$ cat config.mk
export PLATFORM = sky130hd
export DESIGN_NAME = dsram_pre
export DESIGN_NICKNAME = d
export VERILOG_FILES = /design/src/rtl/dsram_pre_pkg.sv /design/src/rtl/dsram_store_align.sv /design/src/rtl/dsram_pre.sv
export SDC_FILE = /design/constraint.sdc
export NUM_CORES = 1
export LEC_CHECK = 0
export CAP_MARGIN = 40
export CORE_MARGIN = 3
export CORE_UTILIZATION = 37
export CTS_CLUSTER_SIZE = 30
export DETAILED_ROUTE_END_ITERATION = 8
export PLACE_DENSITY_LB_ADDON = 0.15
export SLEW_MARGIN = 10
export SYNTH_ARGS = -nofsm -noshare
export SYNTH_HDL_FRONTEND = slang
export SYNTH_SLANG_ARGS = --single-unit
$ cat constraint.sdc
create_clock -name clk -period 2 [get_ports clk]
set_clock_uncertainty 0.1 [all_clocks]
set_input_delay 0.2 -clock clk [delete_from_list [all_inputs] [get_ports clk]]
set_output_delay 0.2 -clock clk [all_outputs]
set_load 0.05 [all_outputs]
$ cat src/rtl/dsram_pre_pkg.sv
// Shared LSU op codes, reset level and FSM encodings for the data-SRAM request stage.
// Misaligned-access trapping is enabled by defining LSU_MISALIGN_CHK_EN.
package dsram_pre_pkg;

  localparam int unsigned LSU_OP_W = 4;
  typedef logic [LSU_OP_W-1:0] lsu_op_t;

  localparam lsu_op_t LSU_OP_NONE = 4'd0;
  localparam lsu_op_t LSU_OP_LB   = 4'd1;
  localparam lsu_op_t LSU_OP_LH   = 4'd2;
  localparam lsu_op_t LSU_OP_LW   = 4'd3;
  localparam lsu_op_t LSU_OP_LBU  = 4'd4;
  localparam lsu_op_t LSU_OP_LHU  = 4'd5;
  localparam lsu_op_t LSU_OP_SB   = 4'd6;
  localparam lsu_op_t LSU_OP_SH   = 4'd7;
  localparam lsu_op_t LSU_OP_SW   = 4'd8;

  localparam logic RST_ENABLE = 1'b1;

  localparam logic [1:0] DSRAM_PRE_IDLE = 2'd0;
  localparam logic [1:0] DSRAM_PRE_REQ  = 2'd1;
  localparam logic [1:0] DSRAM_PRE_RESP = 2'd2;
  localparam logic [1:0] DSRAM_PRE_DONE = 2'd3;

  typedef enum logic [1:0] {
    StIdle = DSRAM_PRE_IDLE,
    StReq  = DSRAM_PRE_REQ,
    StResp = DSRAM_PRE_RESP,
    StDone = DSRAM_PRE_DONE
  } dsram_pre_state_e;

  function automatic logic is_load(lsu_op_t op);
    case (op)
      LSU_OP_LB, LSU_OP_LH, LSU_OP_LW, LSU_OP_LBU, LSU_OP_LHU: return 1'b1;
      default: return 1'b0;
    endcase
  endfunction

  function automatic logic is_store(lsu_op_t op);
    case (op)
      LSU_OP_SB, LSU_OP_SH, LSU_OP_SW: return 1'b1;
      default: return 1'b0;
    endcase
  endfunction

endpackage

$ cat src/rtl/dsram_store_align.sv
// Combinational store alignment: byte strobes, shifted store data and misaligned flag.
// The misaligned flag is only live when LSU_MISALIGN_CHK_EN is defined; otherwise it is 0.
module dsram_store_align
  import dsram_pre_pkg::*;
#(
  parameter int unsigned DATA_W = 32
) (
  input  lsu_op_t             op_i,
  input  logic [1:0]          off_i,
  input  logic [DATA_W-1:0]   wdata_i,
  output logic [DATA_W/8-1:0] wstrb_o,
  output logic [DATA_W-1:0]   wdata_o,
  output logic                misaligned_o
);

  localparam int unsigned StrbW = DATA_W / 8;

  always_comb begin
    wstrb_o      = '0;
    wdata_o      = '0;
    misaligned_o = 1'b0;

    // Upper strobe bits shifted past the word are dropped on purpose.
    case (op_i)
      LSU_OP_SB: wstrb_o = StrbW'(1) << off_i;
      LSU_OP_SH: wstrb_o = StrbW'(3) << off_i;
      LSU_OP_SW: wstrb_o = '1;
      default:   wstrb_o = '0;
    endcase

    if (is_store(op_i)) begin
      wdata_o = wdata_i << {off_i, 3'b000};
    end

`ifdef LSU_MISALIGN_CHK_EN
    case (op_i)
      LSU_OP_LH, LSU_OP_LHU, LSU_OP_SH: misaligned_o = off_i[0];
      LSU_OP_LW, LSU_OP_SW:             misaligned_o = |off_i;
      default:                          misaligned_o = 1'b0;
    endcase
`else
    misaligned_o = 1'b0;
`endif
  end

endmodule

$ cat src/rtl/dsram_pre.sv
// Data-SRAM request stage: accepts one load/store, runs the SRAM req/resp handshake and holds
// the raw read word plus byte offset for dsram_post. LSU_MISALIGN_CHK_EN enables misalign traps.
module dsram_pre
  import dsram_pre_pkg::*;
#(
  parameter int unsigned ADDR_W = 32,
  parameter int unsigned DATA_W = 32
) (
  input  logic                clk,
  input  logic                rst,
  input  logic                valid_i,
  output logic                ready_o,
  input  lsu_op_t             lsu_op_i,
  input  logic [ADDR_W-1:0]   addr_i,
  input  logic [DATA_W-1:0]   wdata_i,
  output logic                valid_o,
  input  logic                ready_i,
  output lsu_op_t             lsu_op_o,
  output logic [DATA_W-1:0]   roff_o,
  output logic [DATA_W-1:0]   rdata_o,
  output logic                mem_req_valid_o,
  input  logic                mem_req_ready_i,
  output logic [ADDR_W-1:0]   mem_addr_o,
  output logic                mem_wen_o,
  output logic [DATA_W/8-1:0] mem_wstrb_o,
  output logic [DATA_W-1:0]   mem_wdata_o,
  input  logic                mem_resp_valid_i,
  output logic                mem_resp_ready_o,
  input  logic [DATA_W-1:0]   mem_rdata_i,
  output logic                misalign_o
);

  dsram_pre_state_e    state_q;
  lsu_op_t             op_q;
  logic [ADDR_W-1:0]   addr_q;
  logic [DATA_W-1:0]   wdata_q;
  logic [DATA_W-1:0]   rdata_q;
  logic                misalign_q;

  lsu_op_t             align_op;
  logic [1:0]          align_off;
  logic [DATA_W/8-1:0] align_wstrb;
  logic [DATA_W-1:0]   align_wdata;
  logic                align_misaligned;
  logic                in_req;
  logic                op_known;

  // In IDLE the aligner looks at the incoming request so the misalign decision is made at
  // accept time; afterwards it works on the latched request for the SRAM payload.
  assign align_op  = (state_q == StIdle) ? lsu_op_i : op_q;
  assign align_off = (state_q == StIdle) ? addr_i[1:0] : addr_q[1:0];
  assign op_known  = is_load(lsu_op_i) | is_store(lsu_op_i);

  dsram_store_align #(
    .DATA_W (DATA_W)
  ) u_store_align (
    .op_i         (align_op),
    .off_i        (align_off),
    .wdata_i      (wdata_q),
    .wstrb_o      (align_wstrb),
    .wdata_o      (align_wdata),
    .misaligned_o (align_misaligned)
  );

  always_ff @(posedge clk) begin
    if (rst == RST_ENABLE) begin
      state_q    <= StIdle;
      op_q       <= LSU_OP_NONE;
      addr_q     <= '0;
      wdata_q    <= '0;
      rdata_q    <= '0;
      misalign_q <= 1'b0;
    end else begin
      unique case (state_q)
        StIdle: begin
          if (valid_i) begin
            op_q    <= op_known ? lsu_op_i : LSU_OP_NONE;
            addr_q  <= addr_i;
            wdata_q <= wdata_i;
            rdata_q <= '0;
            if (!op_known) begin
              state_q <= StDone;
            end else if (align_misaligned) begin
              state_q    <= StDone;
              misalign_q <= 1'b1;
            end else begin
              state_q <= StReq;
            end
          end
        end
        StReq: begin
          if (mem_req_ready_i) state_q <= StResp;
        end
        StResp: begin
          if (mem_resp_valid_i) begin
            rdata_q <= is_load(op_q) ? mem_rdata_i : '0;
            state_q <= StDone;
          end
        end
        StDone: begin
          if (ready_i) begin
            state_q    <= StIdle;
            misalign_q <= 1'b0;
          end
        end
        default: state_q <= StIdle;
      endcase
    end
  end

  assign in_req           = (state_q == StReq);
  assign ready_o          = (state_q == StIdle);
  assign valid_o          = (state_q == StDone);
  assign mem_req_valid_o  = in_req;
  assign mem_resp_ready_o = (state_q == StResp);

  assign mem_addr_o  = in_req ? {addr_q[ADDR_W-1:2], 2'b00} : '0;
  assign mem_wen_o   = in_req & is_store(op_q);
  assign mem_wstrb_o = in_req ? align_wstrb : '0;
  assign mem_wdata_o = in_req ? align_wdata : '0;

  assign lsu_op_o   = op_q;
  assign roff_o     = {{(DATA_W-2){1'b0}}, addr_q[1:0]};
  assign rdata_o    = rdata_q;
  assign misalign_o = misalign_q;

endmodule

== Yosys cells after proc, flatten, opt, wreduce, memory -nomap -nowiden ==
Index checks and enable logic that the tools add are counted.

* Bits in registers: 102
* Input port bits: 106
* Output and inout port bits: 142

* Equality and inequality tests: 26
* Shift-type cells: 3
* Muxes and demuxes: 26
* Bitwise operators: 2
* Reductions and logical operators: 10

{| class="wikitable"
|+ Operators with widths
! cell !! count
|-
| 2-to-1 mux 32 bit || 6
|-
| case mux 32 bit (2 select lines) || 1
|-
| == test 4 x 3 -> 1 bit, second input constant || 10
|-
| left shift 32 x 5 -> 32 bit || 1
|-
| == test 4 x 2 -> 1 bit, second input constant || 4
|-
| == test 4 bit, second input constant || 3
|-
| 2-to-1 mux 2 bit || 6
|-
| 2-to-1 mux 4 bit || 3
|-
| case mux 4 bit (3 select lines) || 1
|-
| OR reduction 5 bit || 2
|-
| OR reduction 3 bit || 3
|-
| == test 4 x 1 -> 1 bit, second input constant || 2
|-
| 2-to-1 mux 1 bit || 8
|-
| case mux 2 bit (4 select lines) || 1
|-
| inequality test 2 bit, second input constant || 3
|-
| == test 2 bit, second input constant || 2
|-
| AND reduction 4 bit || 1
|-
| left shift 1 x 2 -> 4 bit, first input constant || 1
|-
| left shift 2 x 2 -> 4 bit, first input constant || 1
|-
| AND reduction 3 bit || 1
|-
| == test 2 x 1 -> 1 bit, second input constant || 1
|-
| zero test 2 bit || 1
|-
| inequality test 2 x 1 -> 1 bit, second input constant || 1
|-
| AND reduction 2 bit || 1
|-
| 3 further kinds || 3
|}

== Depth between registers and ports, before layout ==
Gate-level depths: netlist of run 1.

* Word-level depth: 9
* Depth in mapped cells: 9

== Modules after synthesis ==
Synthesis of run 1 repeated with hierarchy kept, for this count alone.

* Cell total of the unflattened synthesis: 655
* Area, all modules: 5315.1 um^2

{| class="wikitable"
|+ Modules (own cells, without submodules)
! module !! times used !! cells an instance !! area each (um^2) !! seq. area each (um^2)
|-
| dsram_pre || 1 || 556 || 4626.9 || 2062.0
|-
| dsram_store_align || 1 || 99 || 688.2 || 0.0
|}

== Worst setup path before layout of run 1 ==
Ideal clock, no wire load.

* Path kind: reg-to-output
* Start: register state_q[0]
* End: output port mem_wdata_o[24]
* Arrival: 3.104 ns
* Path slack: -1.404 ns
* Cell stages (with the launch flop): 8
* Path buffers: 2
* Path through: dfxtp_1 inv_1 ha_1 buf_6 buf_2 mux2i_2 nand2_1 a311oi_1

* Cells in the longest elaborated chain, start to end: 7

{| class="wikitable"
|+ Ends and longest elaborated chain
! what !! RTL line !! source
|-
| start: declaration || dsram_pre.sv:33 || <nowiki>dsram_pre_state_e state_q;</nowiki>
|-
| start signal: assignment || dsram_pre.sv:67 || <nowiki>state_q <= StIdle;</nowiki>
|-
| start signal: assignment || dsram_pre.sv:82 || <nowiki>state_q <= StDone;</nowiki>
|-
| start signal: assignment || dsram_pre.sv:84 || <nowiki>state_q <= StDone;</nowiki>
|-
| zero test 2 bit * || - ||
|-
| via ready_o || dsram_pre.sv:12 || <nowiki>output logic ready_o,</nowiki>
|-
| parallel branches: the longest is 4 deep, another holds left shift 32 x 5 -> 32 bit || - ||
|-
| 2-to-1 mux 32 bit * || dsram_store_align.sv:31 || <nowiki>if (is_store(op_i)) begin</nowiki>
|-
| 2-to-1 mux 32 bit * || dsram_pre.sv:120 || <nowiki>assign mem_wdata_o = in_req ? align_wdata : '0;</nowiki>
|-
| end: declaration || dsram_pre.sv:26 || <nowiki>output logic [DATA_W-1:0] mem_wdata_o,</nowiki>
|}

Mark *: on every way through the listed nets, which the timed path passes.

== Final worst setup path of run 1 ==
* Start: register state_q[0]
* End: output port mem_wstrb_o[1]

* Cells in the longest elaborated chain, start to end: 5

{| class="wikitable"
|+ Ends and longest elaborated chain
! what !! RTL line !! source
|-
| zero test 2 bit || dsram_pre.sv:50, dsram_pre.sv:51 ||
|-
| 2-to-1 mux 2 bit / 2-to-1 mux 4 bit (equally long branches) || dsram_pre.sv:51, dsram_pre.sv:50 ||
|-
| left shift 2 x 2 -> 4 bit (tied with other cells) || dsram_store_align.sv:26 || <nowiki>LSU_OP_SH: wstrb_o = StrbW'(3) << off_i;</nowiki>
|-
| case mux 4 bit (3 select lines) || dsram_store_align.sv:24 || <nowiki>case (op_i)</nowiki>
|-
| 2-to-1 mux 4 bit * || dsram_pre.sv:119 || <nowiki>assign mem_wstrb_o = in_req ? align_wstrb : '0;</nowiki>
|-
| end: declaration || dsram_pre.sv:25 || <nowiki>output logic [DATA_W/8-1:0] mem_wstrb_o,</nowiki>
|}

Every way passes the cells marked *; elsewhere a longest branch is shown, timed or not.

==> results.json, run 1 <==
{
  "run_status": "complete, but fails checks",
  "violations_in_the_final_reports": "setup timing",
  "yosysTopAreaCellShare_pct": 41.2,
  "timing.setup.critical_path_class": "register to primary output",
  "final_max_slew_viol_count": 0,
  "grt_use_total_pct": 23.3,
  "route.final.wire_length_mm": 18.6,
  "gp_congestion": 0.888,
  "cts.path.max_buffers": 2,
  "numPortBuffers": 214,
  "synth_seq_cells": 102,
  "drive_above_1_share_pct": 30.6,
  "avgViaCountPerCell": 5.16,
  "clk_latency_ps": 350,
  "fp.dieW_um": 122,
  "grt_pass1_vias": 5347,
  "dp_hpwl_mm": 12.8,
  "dominantRegCellSynth": "sky130_fd_sc_hd__dfxtp_1",
  "tritoncts.num_buffers": 9,
  "num_io_pins": 248,
  "crit_arrival_ps": 2210,
  "finalWorstPathRequiredPeriod_ps": 2510,
  "pwr_density_cell_nw_per_um2": 1010,
  "setup_violations": 36,
  "p_total_mw": 9.55,
  "floorplan.core_area_sq_um": 12900,
  "reg2reg_setup_slack_ps": 40,
  "post-route-worst-setup-slack_ps": -514,
  "power_dissipated_by_switching_net_loads_mw": 3.98,
  "drc_errors": 0,
  "critPathMaxFanout": 9,
  "setup.worst_path.start": "state_q[0]",
  "vdd.ir_drop.worst_uv": 609,
  "ys_top_cells_by_count": "160 x sky130_fd_sc_hd__nand2_1, 102 x sky130_fd_sc_hd__dfxtp_1, 71 x sky130_fd_sc_hd__a21oi_1",
  "maxSlewHeadroom_pct": 64.0,
  "worst_pin_slew_ps": 540,
  "ys_types": 42,
  "tritoncts_num_sinks": 102,
  "post-synth-top-area-cell": "sky130_fd_sc_hd__dfxtp_1",
  "p_int_mw": 5.56,
  "synth.area.top_cells": "sky130_fd_sc_hd__dfxtp_1 41%, sky130_fd_sc_hd__nand2_1 12%, sky130_fd_sc_hd__a21oi_1 7.2%",
  "critical_path.reg2reg.startpoint": "state_q[0]",
  "maxCapViolations": 0,
  "utilization_pct": 73.7,
  "start_util_pct": 38.5,
  "floorplan.rows": 41,
  "critical_path_required_ps": 1700,
  "postSynthCellCount": 637,
  "setup_total_negative_slack_ps": -14610,
  "clock_power_share_pct": 17.8,
  "first_pass_grt_wire_length_mm": 27.3,
  "synth-edff-count": 0,
  "post_synth.cell_area_avg_sq_um": 7.79,
  "final.period_utilization_pct": 126,
  "switching_share_pct": 41.7,
  "route.antenna.remaining_nets": 0,
  "h_tree_depth": 3,
  "r2r.worst_path.cells": 8,
  "finish.net_count": 996,
  "last_element_of_the_critical_path": "mem_wstrb_o[1]",
  "floorplan.die_area_sq_um": 14800,
  "power_frac_comb_pct": 56.0,
  "hold_path.class": "input port to register",
  "power_leakage_nw": 3.61,
  "tritoncts_clock_tree": "done",
  "routed_via_count": 5480,
  "cts.hold.buffers_added": 0,
  "antenna_cells": 0,
  "maxClockFrequency_ghz": 0.398,
  "finalHoldViolations": 0,
  "power_frac_seq_pct": 26.2,
  "grt_setup_unrepaired": "yes",
  "startpoint_type": "register",
  "yosysWarningCount": 0,
  "synth_async_sr_flop_share_pct": 0,
  "clkTransAtPathRegs_ps": 70,
  "worstSetupEndpointType": "primary output",
  "n_fill_cell": 935,
  "syn-cell-area_sq_um": 4960,
  "ys_seq_area_share_pct": 41.2,
  "yosys.cell_count.top_type": "sky130_fd_sc_hd__nand2_1",
  "regToRegEndpoint": "rdata_o[5]",
  "antenna_found_initial": 0,
  "grt_start_max_net_pins": 52,
  "grt.overflow.total": 0,
  "route.detailed.wl_per_inst_um": 17.5,
  "clock_tree.root_cell": "sky130_fd_sc_hd__clkbuf_16",
  "die_y_um": 122,
  "syn_to_layout_area_delta_pct": 91.4,
  "firstDrtPassIters": 4,
  "1st_iter_drt_viols": 395
}
==> critical path, stage by stage (launching register included) <==
cell and delay (ps):
sky130_fd_sc_hd__dfxtp_4 350, sky130_fd_sc_hd__inv_4 60, sky130_fd_sc_hd__ha_4 200, sky130_fd_sc_hd__buf_6 120, sky130_fd_sc_hd__mux2i_4 230, sky130_fd_sc_hd__buf_12 180
sky130_fd_sc_hd__nand2b_1 70, sky130_fd_sc_hd__a22o_1 260, sky130_fd_sc_hd__a31o_4 240, sky130_fd_sc_hd__buf_6 150
==> worst min path at each step <==
stage | start | end | slack (ps) | cells past startpoint
2_1_floorplan | addr_i[10] | addr_q[10] | 240 | 2
3_3_place_gp | addr_q[23] | addr_q[23] | 340 | 2
3_5_place_dp | addr_q[4] | addr_q[4] | 340 | 2
4_1_cts | rst | rdata_o[25] | 180 | 2
5_1_grt | rst | rdata_o[25] | 190 | 2
6_report | rst | rdata_o[25] | 180 | 2
==> layout by cell type, fill, tap and decap left out, types with 4 or more instances in the layout <==
cell type / count
sky130_fd_sc_hd__clkbuf_16: 11
sky130_fd_sc_hd__buf_12: 73
sky130_fd_sc_hd__conb_1: 33
sky130_fd_sc_hd__a311oi_4: 8
sky130_fd_sc_hd__mux2i_4: 8
sky130_fd_sc_hd__a21oi_1: 69
sky130_fd_sc_hd__nand2_1: 157
sky130_fd_sc_hd__a32oi_1: 26
sky130_fd_sc_hd__and2_1: 30
sky130_fd_sc_hd__nor3_1: 4
sky130_fd_sc_hd__mux2_4: 8
sky130_fd_sc_hd__a32oi_2: 6
sky130_fd_sc_hd__buf_8: 5
sky130_fd_sc_hd__a22oi_2: 8
sky130_fd_sc_hd__clkdlybuf4s50_1: 139
sky130_fd_sc_hd__nor2_1: 42
sky130_fd_sc_hd__buf_4: 50
sky130_fd_sc_hd__nor2_4: 20
sky130_fd_sc_hd__dfxtp_2: 5
sky130_fd_sc_hd__dfxtp_1: 96
sky130_fd_sc_hd__nor3_4: 9
sky130_fd_sc_hd__buf_6: 19
==> power groups by stage <==
| stage | clock network, mW | logic, mW | registers [mW] |
|---|---|---|---|
| floorplan | 0 | 2.81 | 2.56 |
| finish | 1.70 | 5.35 | 2.51 |
| global placement | 0 | 4.23 | 2.49 |
| detailed placement | 0 | 4.34 | 2.51 |
| CTS | 1.75 | 4.89 | 2.48 |
| global route | 1.83 | 5.66 | 2.53 |
==> stage by stage <==
step	instances	hold WS [ps]	setup slack, ps	cell area, sq um
floorplan	669	236	-372	5600
global placement	1023	337	-310	8520
detailed placement	1024	343	-367	8530
CTS	1051	178	-479	9170
global route	1063	195	-575	9490
finish	1063	181	-514	9490
==> flip-flops by register name, summed over array words and instances (netlist names) <==
register,cells
addr_q,32
lsu_op_o,4
rdata_o,32
state_q,2
wdata_q,32
==> per-layer routing <==
layer / GRT usage [%] / part of all wire, %
met2: 40.2 / 52
met1: 27.6 / 38
met3: 8.12 / 8.1
met5: 0 / 0
met4: 6.51 / 2.0
==> what timing repair did <==
action                                  CTS  global route
pin swaps                                 9            14
buffers inserted                          8            10
endpoints found under the setup margin   77            81
gates resized for setup                  51            34
gates cloned                              4             2
==> cell type report <==
type / instances / area [sq um] / area share (%)
repair buffers: 290 / 3610 / 38.0
multi-input cells: 478 / 3310 / 34.9
flip-flops and latches: 102 / 2050 / 21.6
clock buffers: 10 / 239 / 2.52
well taps: 172 / 215 / 2.27
clock inverters: 6 / 45.0 / 0.474
inverters: 5 / 21.3 / 0.224
==> cell families (layout without fill, tap and decap cells) <==
logic type | after synthesis | after routing | synth area share, %
AND/OR/NAND/NOR | 285 | 285 | 24.8
multiplexers | 21 | 24 | 5.02
adder cells (fa/ha/maj) | 4 | 4 | 1.01
buffers and inverters | 92 | 311 | 10.3
other | 1 | 33 | 0.0756
AO/OA/AOI/OAI | 132 | 132 | 17.6
flip-flops | 102 | 102 | 41.2
(Power assumes the default switching activity.)
==> run 2: changes to the inputs <==
- CORE_MARGIN: 3 -> not set
==> results.json, run 2 (synthesized netlist as in run 1, its figures left out) <==
{
  "route.detailed.wl_per_inst_um": 17.0,
  "avgViaCountPerCell": 5.13,
  "detailroute.wirelength.met3_mm": 1.12,
  "antenna_cells": 0,
  "start_util_pct": 38.7,
  "syn_to_layout_area_delta_pct": 97.1,
  "timing.setup.critical_path_class": "register to primary output",
  "worst_pin_slew_ps": 542,
  "run_status": "complete, but fails checks",
  "grt_start_max_net_pins": 53,
  "mostFrequentLayoutCell": "sky130_fd_sc_hd__nand2_1",
  "hold_path.class": "input port to register",
  "clkTransAtPathRegs_ps": 70,
  "p_total_mw": 10.2,
  "tritoncts.num_buffers": 9,
  "routed_via_count": 5484,
  "cp.depth": 8,
  "grt_setup_unrepaired": "yes",
  "timing.critical_path.slowest_stage_cell": "sky130_fd_sc_hd__dfxtp_4",
  "worstSetupEndpointType": "primary output",
  "crit_arrival_ps": 2210,
  "route.final.wire_length_mm": 18.2,
  "timing.critical_path.max_delay_family": "multiplexers",
  "r2r.worst_path.cells": 10,
  "utilization_pct": 76.2,
  "final.period_utilization_pct": 125,
  "mostFrequentLayoutCells": "157 x sky130_fd_sc_hd__nand2_1, 139 x sky130_fd_sc_hd__clkdlybuf4s50_1, 96 x sky130_fd_sc_hd__dfxtp_1",
  "numPortBuffers": 214,
  "power_leakage_nw": 3.75,
  "clk_latency_ps": 340,
  "floorplan.rows": 41,
  "timing.critical_path.cells": "inv_4, ha_4, buf_6, mux2_4, mux2_4, nor2_4, a311oi_4, buf_12",
  "wirelength_met1_mm": 7.15,
  "critical_path.reg2reg.startpoint": "state_q[1]",
  "1st_iter_drt_viols": 325,
  "buffers_inverters_on_critical_path": 3,
  "finalWorstPathRequiredPeriod_ps": 2510,
  "most_frequent_cell_on_critical_path": "sky130_fd_sc_hd__mux2_4",
  "violations_in_the_final_reports": "setup timing",
  "dr.max_layer_used": "met4",
  "firstDrtPassIters": 4,
  "startpoint_type": "register",
  "finish.net_count": 1002,
  "maxCapViolations": 0,
  "regToRegEndpoint": "state_q[1]",
  "tritoncts_num_sinks": 102,
  "tritoncts_clock_tree": "done",
  "floorplan.core_area_sq_um": 12800,
  "drc_errors": 0,
  "clock_tree.root_cell": "sky130_fd_sc_hd__clkbuf_16",
  "setup.worst_path.start": "state_q[0]",
  "reg2reg_setup_slack_ps": -180,
  "final_max_slew_viol_count": 0,
  "h_tree_depth": 3,
  "num_io_pins": 248,
  "post-route-worst-setup-slack_ps": -505,
  "floorplan.die_area_sq_um": 13900,
  "die_y_um": 118,
  "crit_path_max_incr_delay_ps": 350,
  "finalHoldViolations": 0,
  "first_pass_grt_wire_length_mm": 27.7,
  "last_element_of_the_critical_path": "mem_wdata_o[31]",
  "drive_above_1_share_pct": 35.2,
  "route.antenna.remaining_nets": 0,
  "dp_hpwl_mm": 12.2,
  "pwr_density_cell_nw_per_um2": 1040,
  "cts.path.max_buffers": 2,
  "critPathMaxFanout": 7,
  "maxClockFrequency_ghz": 0.399,
  "grt_pass1_vias": 5432,
  "wl_met2_mm": 9.46,
  "gp_congestion": 0.897,
  "grt.overflow.total": 0,
  "vdd.ir_drop.worst_uv": 735,
  "antenna_found_initial": 0,
  "fp.dieW_um": 118,
  "critical_path_required_ps": 1700,
  "grt_use_total_pct": 24.9,
  "maxSlewHeadroom_pct": 63.8,
  "cts.hold.buffers_added": 0,
  "setup_violations": 70
}
==> run 2: cell types whose count changed in the layout (fill, tap and decap cells not counted), moves of 3 or more <==
cell / previous run / this run
sky130_fd_sc_hd__and2_1: 30 / 0
sky130_fd_sc_hd__a32oi_2: 6 / 11
sky130_fd_sc_hd__clkbuf_1: 0 / 3
sky130_fd_sc_hd__a32oi_1: 26 / 21
sky130_fd_sc_hd__and2_4: 1 / 31
sky130_fd_sc_hd__nor2_2: 2 / 6
sky130_fd_sc_hd__mux2i_4: 8 / 5
==> run 2: worst min path at each step <==
stage	from	slack [ps]	endpoint	cells past startpoint
floorplan	addr_i[10]	240	addr_q[10]	2
global placement	addr_q[7]	340	addr_q[7]	2
detailed placement	addr_q[5]	340	addr_q[5]	2
CTS	rst	110	rdata_o[31]	2
global route	rst	140	rdata_o[23]	2
finish	rst	130	rdata_o[0]	2
==> run 2: final cells by class <==
type,count,area (sq um)
flip-flops and latches,102,2050
multi-input cells,477,3420
well taps,172,215
repair buffers,297,3750
clock buffers,13,250
inverters,5,21.3
fillers,871,3050
clock inverters,3,67.6
==> run 2: metrics by stage <==
step / setup TNS (ps) / hold slack (ps) / setup WS [ps] / cells / instance area, sq um
floorplan: -9710 / 236 / -372 / 669 / 5600
global placement: -17930 / 338 / -376 / 1022 / 8530
detailed placement: -14000 / 343 / -420 / 1023 / 8540
CTS: -15380 / 115 / -489 / 1058 / 9400
global route: -24200 / 141 / -576 / 1069 / 9780
finish: -19100 / 129 / -505 / 1069 / 9780
==> run 2: worst register-to-register path, delay by kind of cell, from the launching register on <==
family / cells / cell delay, ps
buf+inv: 6 / 680
compound gates: 2 / 680
flops: 1 / 340
fa+ha+maj: 1 / 170
simple gates: 1 / 120
==> run 2: repair_timing <==
action | CTS | global route
gates cloned | 3 | 6
endpoints found under the setup margin | 93 | 93
setup buffers | 16 | 7
pin swaps | 23 | 17
resized for setup | 95 | 45
==> run 2: routing by layer <==
metal  global-route usage [%]  vias to the layer above
li1                         -                     2602
met1                     28.1                     2643
met2                     44.1                      205
met3                     7.36                       34
met4                     9.29                        0
met5                        0                        -
==> run 2: power breakdown <==
part	internal (mW)	total [mW]	switching [mW]
clock network	1.13	1.88	0.751
logic	2.70	5.81	3.11
registers	2.29	2.51	0.219
total	6.13	10.2	4.08
==> patch (config.mk and constraints of run 1) <==
Remove the case item `LSU_OP_SB` of the case on `op_i`.
--- a/src/rtl/dsram_store_align.sv
+++ b/src/rtl/dsram_store_align.sv
@@ -24,3 +24,2 @@
     case (op_i)
-      LSU_OP_SB: wstrb_o = StrbW'(1) << off_i;
       LSU_OP_SH: wstrb_o = StrbW'(3) << off_i;
Behaviour: not the same (a bounded check fails within 4 cycles, from zero or initial values and one cycle with rst high).
==> patch against run 1 <==
The run still ends with setup timing left. Area after synthesis down 0.83%. Sequential share of layout area down 0.060 points. Clock power down 5%. Utilization up 0.28 points. Critical path depth unchanged. Sequential cell count unchanged. Wire length down 0.24%. Power up 3.8%. Design area about the same. Setup slack worse by 0.010 ns.
==> patch: results (changes against run 1) <==
stage,metric,value,unit,change
outcome,status,"complete, but fails checks",,
outcome,failing checks,setup timing,,
routing,Final ANT Viol Nets,0,,unchanged
layout,Final Non-Filler Cells,1053,,-0.94%
routing,WL/cell,17.64,um,+0.71%
grt,GR Util All Layers,0.2356,,+0.002261
logic_synthesis,yosys warns,0,,unchanged
power,P_leak,3.653,nW,+1.3%
grt,initial antenna violation count,0,,unchanged
timing,final worst setup slack,-0.5241,ns,-0.009989 ns
place,placed insts,1008,,-1.6%
logic_synthesis,register area share after synthesis,0.4151,,+0.003454
timing,setup TNS,-18.71,ns,-4.100 ns
logic_synthesis,"Avg Cell Area, Syn",7.834,um^2,+0.59%
logic_synthesis,Synth cell types,41,,-2.4%
logic_synthesis,asr flop ratio synth,0,,unchanged
timing,Slew @ Worst Pin,0.5518,ns,+0.01222 ns
worst_setup_path,r2r setup slk,-0.09,ns,-0.13 ns
cts,Root Buffer,clkbuf_16,,
worst_setup_path,slowest cell on the critical path,dfxtp_2,,
routing,Initial DRC Count,322,,-18%
place,port bufs,214,,unchanged
grt,vias in the first global route,5207,,-2.6%
place,post-DP HPWL,13050,um,+2.1%
layout,Final #Nets,987,,-0.90%
cts,total CTS buffers,9,,unchanged
cts,Clock transition at path regs,0.07,ns,about the same
place,gpl congestion,0.8893,,+0.14%
logic_synthesis,"top cells by count, synth","159 x nand2_1, 102 x dfxtp_1, 71 x a21oi_1",,
timing,Hold WS,0.1262,ns,-0.05453 ns
layout,Antenna diodes,0,,unchanged
cts,Longest Clk Path Bufs,2,,unchanged
routing,router iterations before antenna repair,5,,+1
min_path,min-delay worst type,primary input to register,,
cts,Clock Latency Late Sink,0.35,ns,about the same
layout,share of post-route cells with drive strength above 1,0.3451,,+0.03867
grt,largest net degree at the start of global routing,66,,+27%
logic_synthesis,Synth area leaders,"dfxtp_1 42%, nand2_1 12%, a21oi_1 7.2%",,
power,Max VDD drop,0.7931,mV,+30%
timing,final setup fails,84,,+130%
worst_setup_path,Top delay family on crit path,buffers and inverters,,
worst_setup_path,CP max FO,13,,+4
worst_setup_path,WP data arrival,2.22,ns,
cts,number of H-tree levels,3,,unchanged
worst_setup_path,crit-path max cell delay,0.33,ns,-0.02 ns
routing,Vias/cell,5.059,,-1.9%
grt,first-pass GRT wire length,27350,um,+0.25%
==> patch: area by class of cell <==
class / count / area (um^2)
clock buffers: 10 / 229.0
clock inverters: 5 / 35.03
fillers: 970 / 3333
inverters: 3 / 11.26
multi-input cells: 468 / 3259
flip-flops and latches: 102 / 2046
well taps: 172 / 215.2
repair buffers: 293 / 3696
==> patch: metrics by stage <==
stage          instance area [um^2]  worst slack, ns
2_1_floorplan                  5465          -0.4245
3_3_place_gp                   8373          -0.2303
3_5_place_dp                   8373          -0.2443
4_1_cts                        9100          -0.5497
5_1_grt                        9492          -0.6204
6_report                       9492          -0.5241
==> patch: final timing paths <==
check / to / from / cells after the start
setup / recovery: mem_wdata_o[28] / state_q[0]$_SDFFE_PP0P_ / 9
hold / removal: rdata_o[25]$_SDFFE_PP0P_ / rst / 2
setup reg to reg: rdata_o[30]$_SDFFE_PP0P_ / state_q[0]$_SDFFE_PP0P_ / 9
hold reg to reg: wdata_q[24]$_SDFFE_PP0P_ / wdata_q[24]$_SDFFE_PP0P_ / 2
==> patch: worst register-to-register path: stages (launching register included) <==
cell	delay [ns]
dfxtp_2	0.34
inv_2	0.05
ha_4	0.19
buf_4	0.14
buf_6	0.12
nor2b_4	0.14
or3_4	0.46
clkbuf_16	0.20
a32oi_2	0.17
nor2_1	0.06
==> patch: report_power, final <==
group	internal (mW)	switching [mW]
registers	2.28	0.200
logic	2.67	3.14
clock network	0.842	0.780
total	5.80	4.12
==> patch: logic make-up (layout without fill, tap and decap cells) <==
group,Yosys count,in the layout,synth area share
and+or+nand+nor,278,278,0.2431
AOI/OAI and AO/OA,129,129,0.1719
DFF,102,102,0.4151
buffers and inverters,90,311,0.1040
muxes,22,22,0.05137
adders and majority gates,4,4,0.01017
xor gates and xnor gates,2,2,0.003561
other,1,33,0.0007622
==> patch: repair_timing <==
item / in CTS / in global routing
setup endpoints to repair: 67 / 97
pin swaps: 22 / 19
resized for setup: 61 / 59
gates cloned: 4 / 4
hold buffers: 0 / 0
setup buffers: 16 / 12
==> patch: per-layer routing <==
layer	vias up	track usage	wire length [um]
li1	2555	-	-
met1	2537	0.2684	7014
met2	209	0.4114	9507
met3	26	0.08951	1668
met4	0	0.06443	380
met5	-	0	0
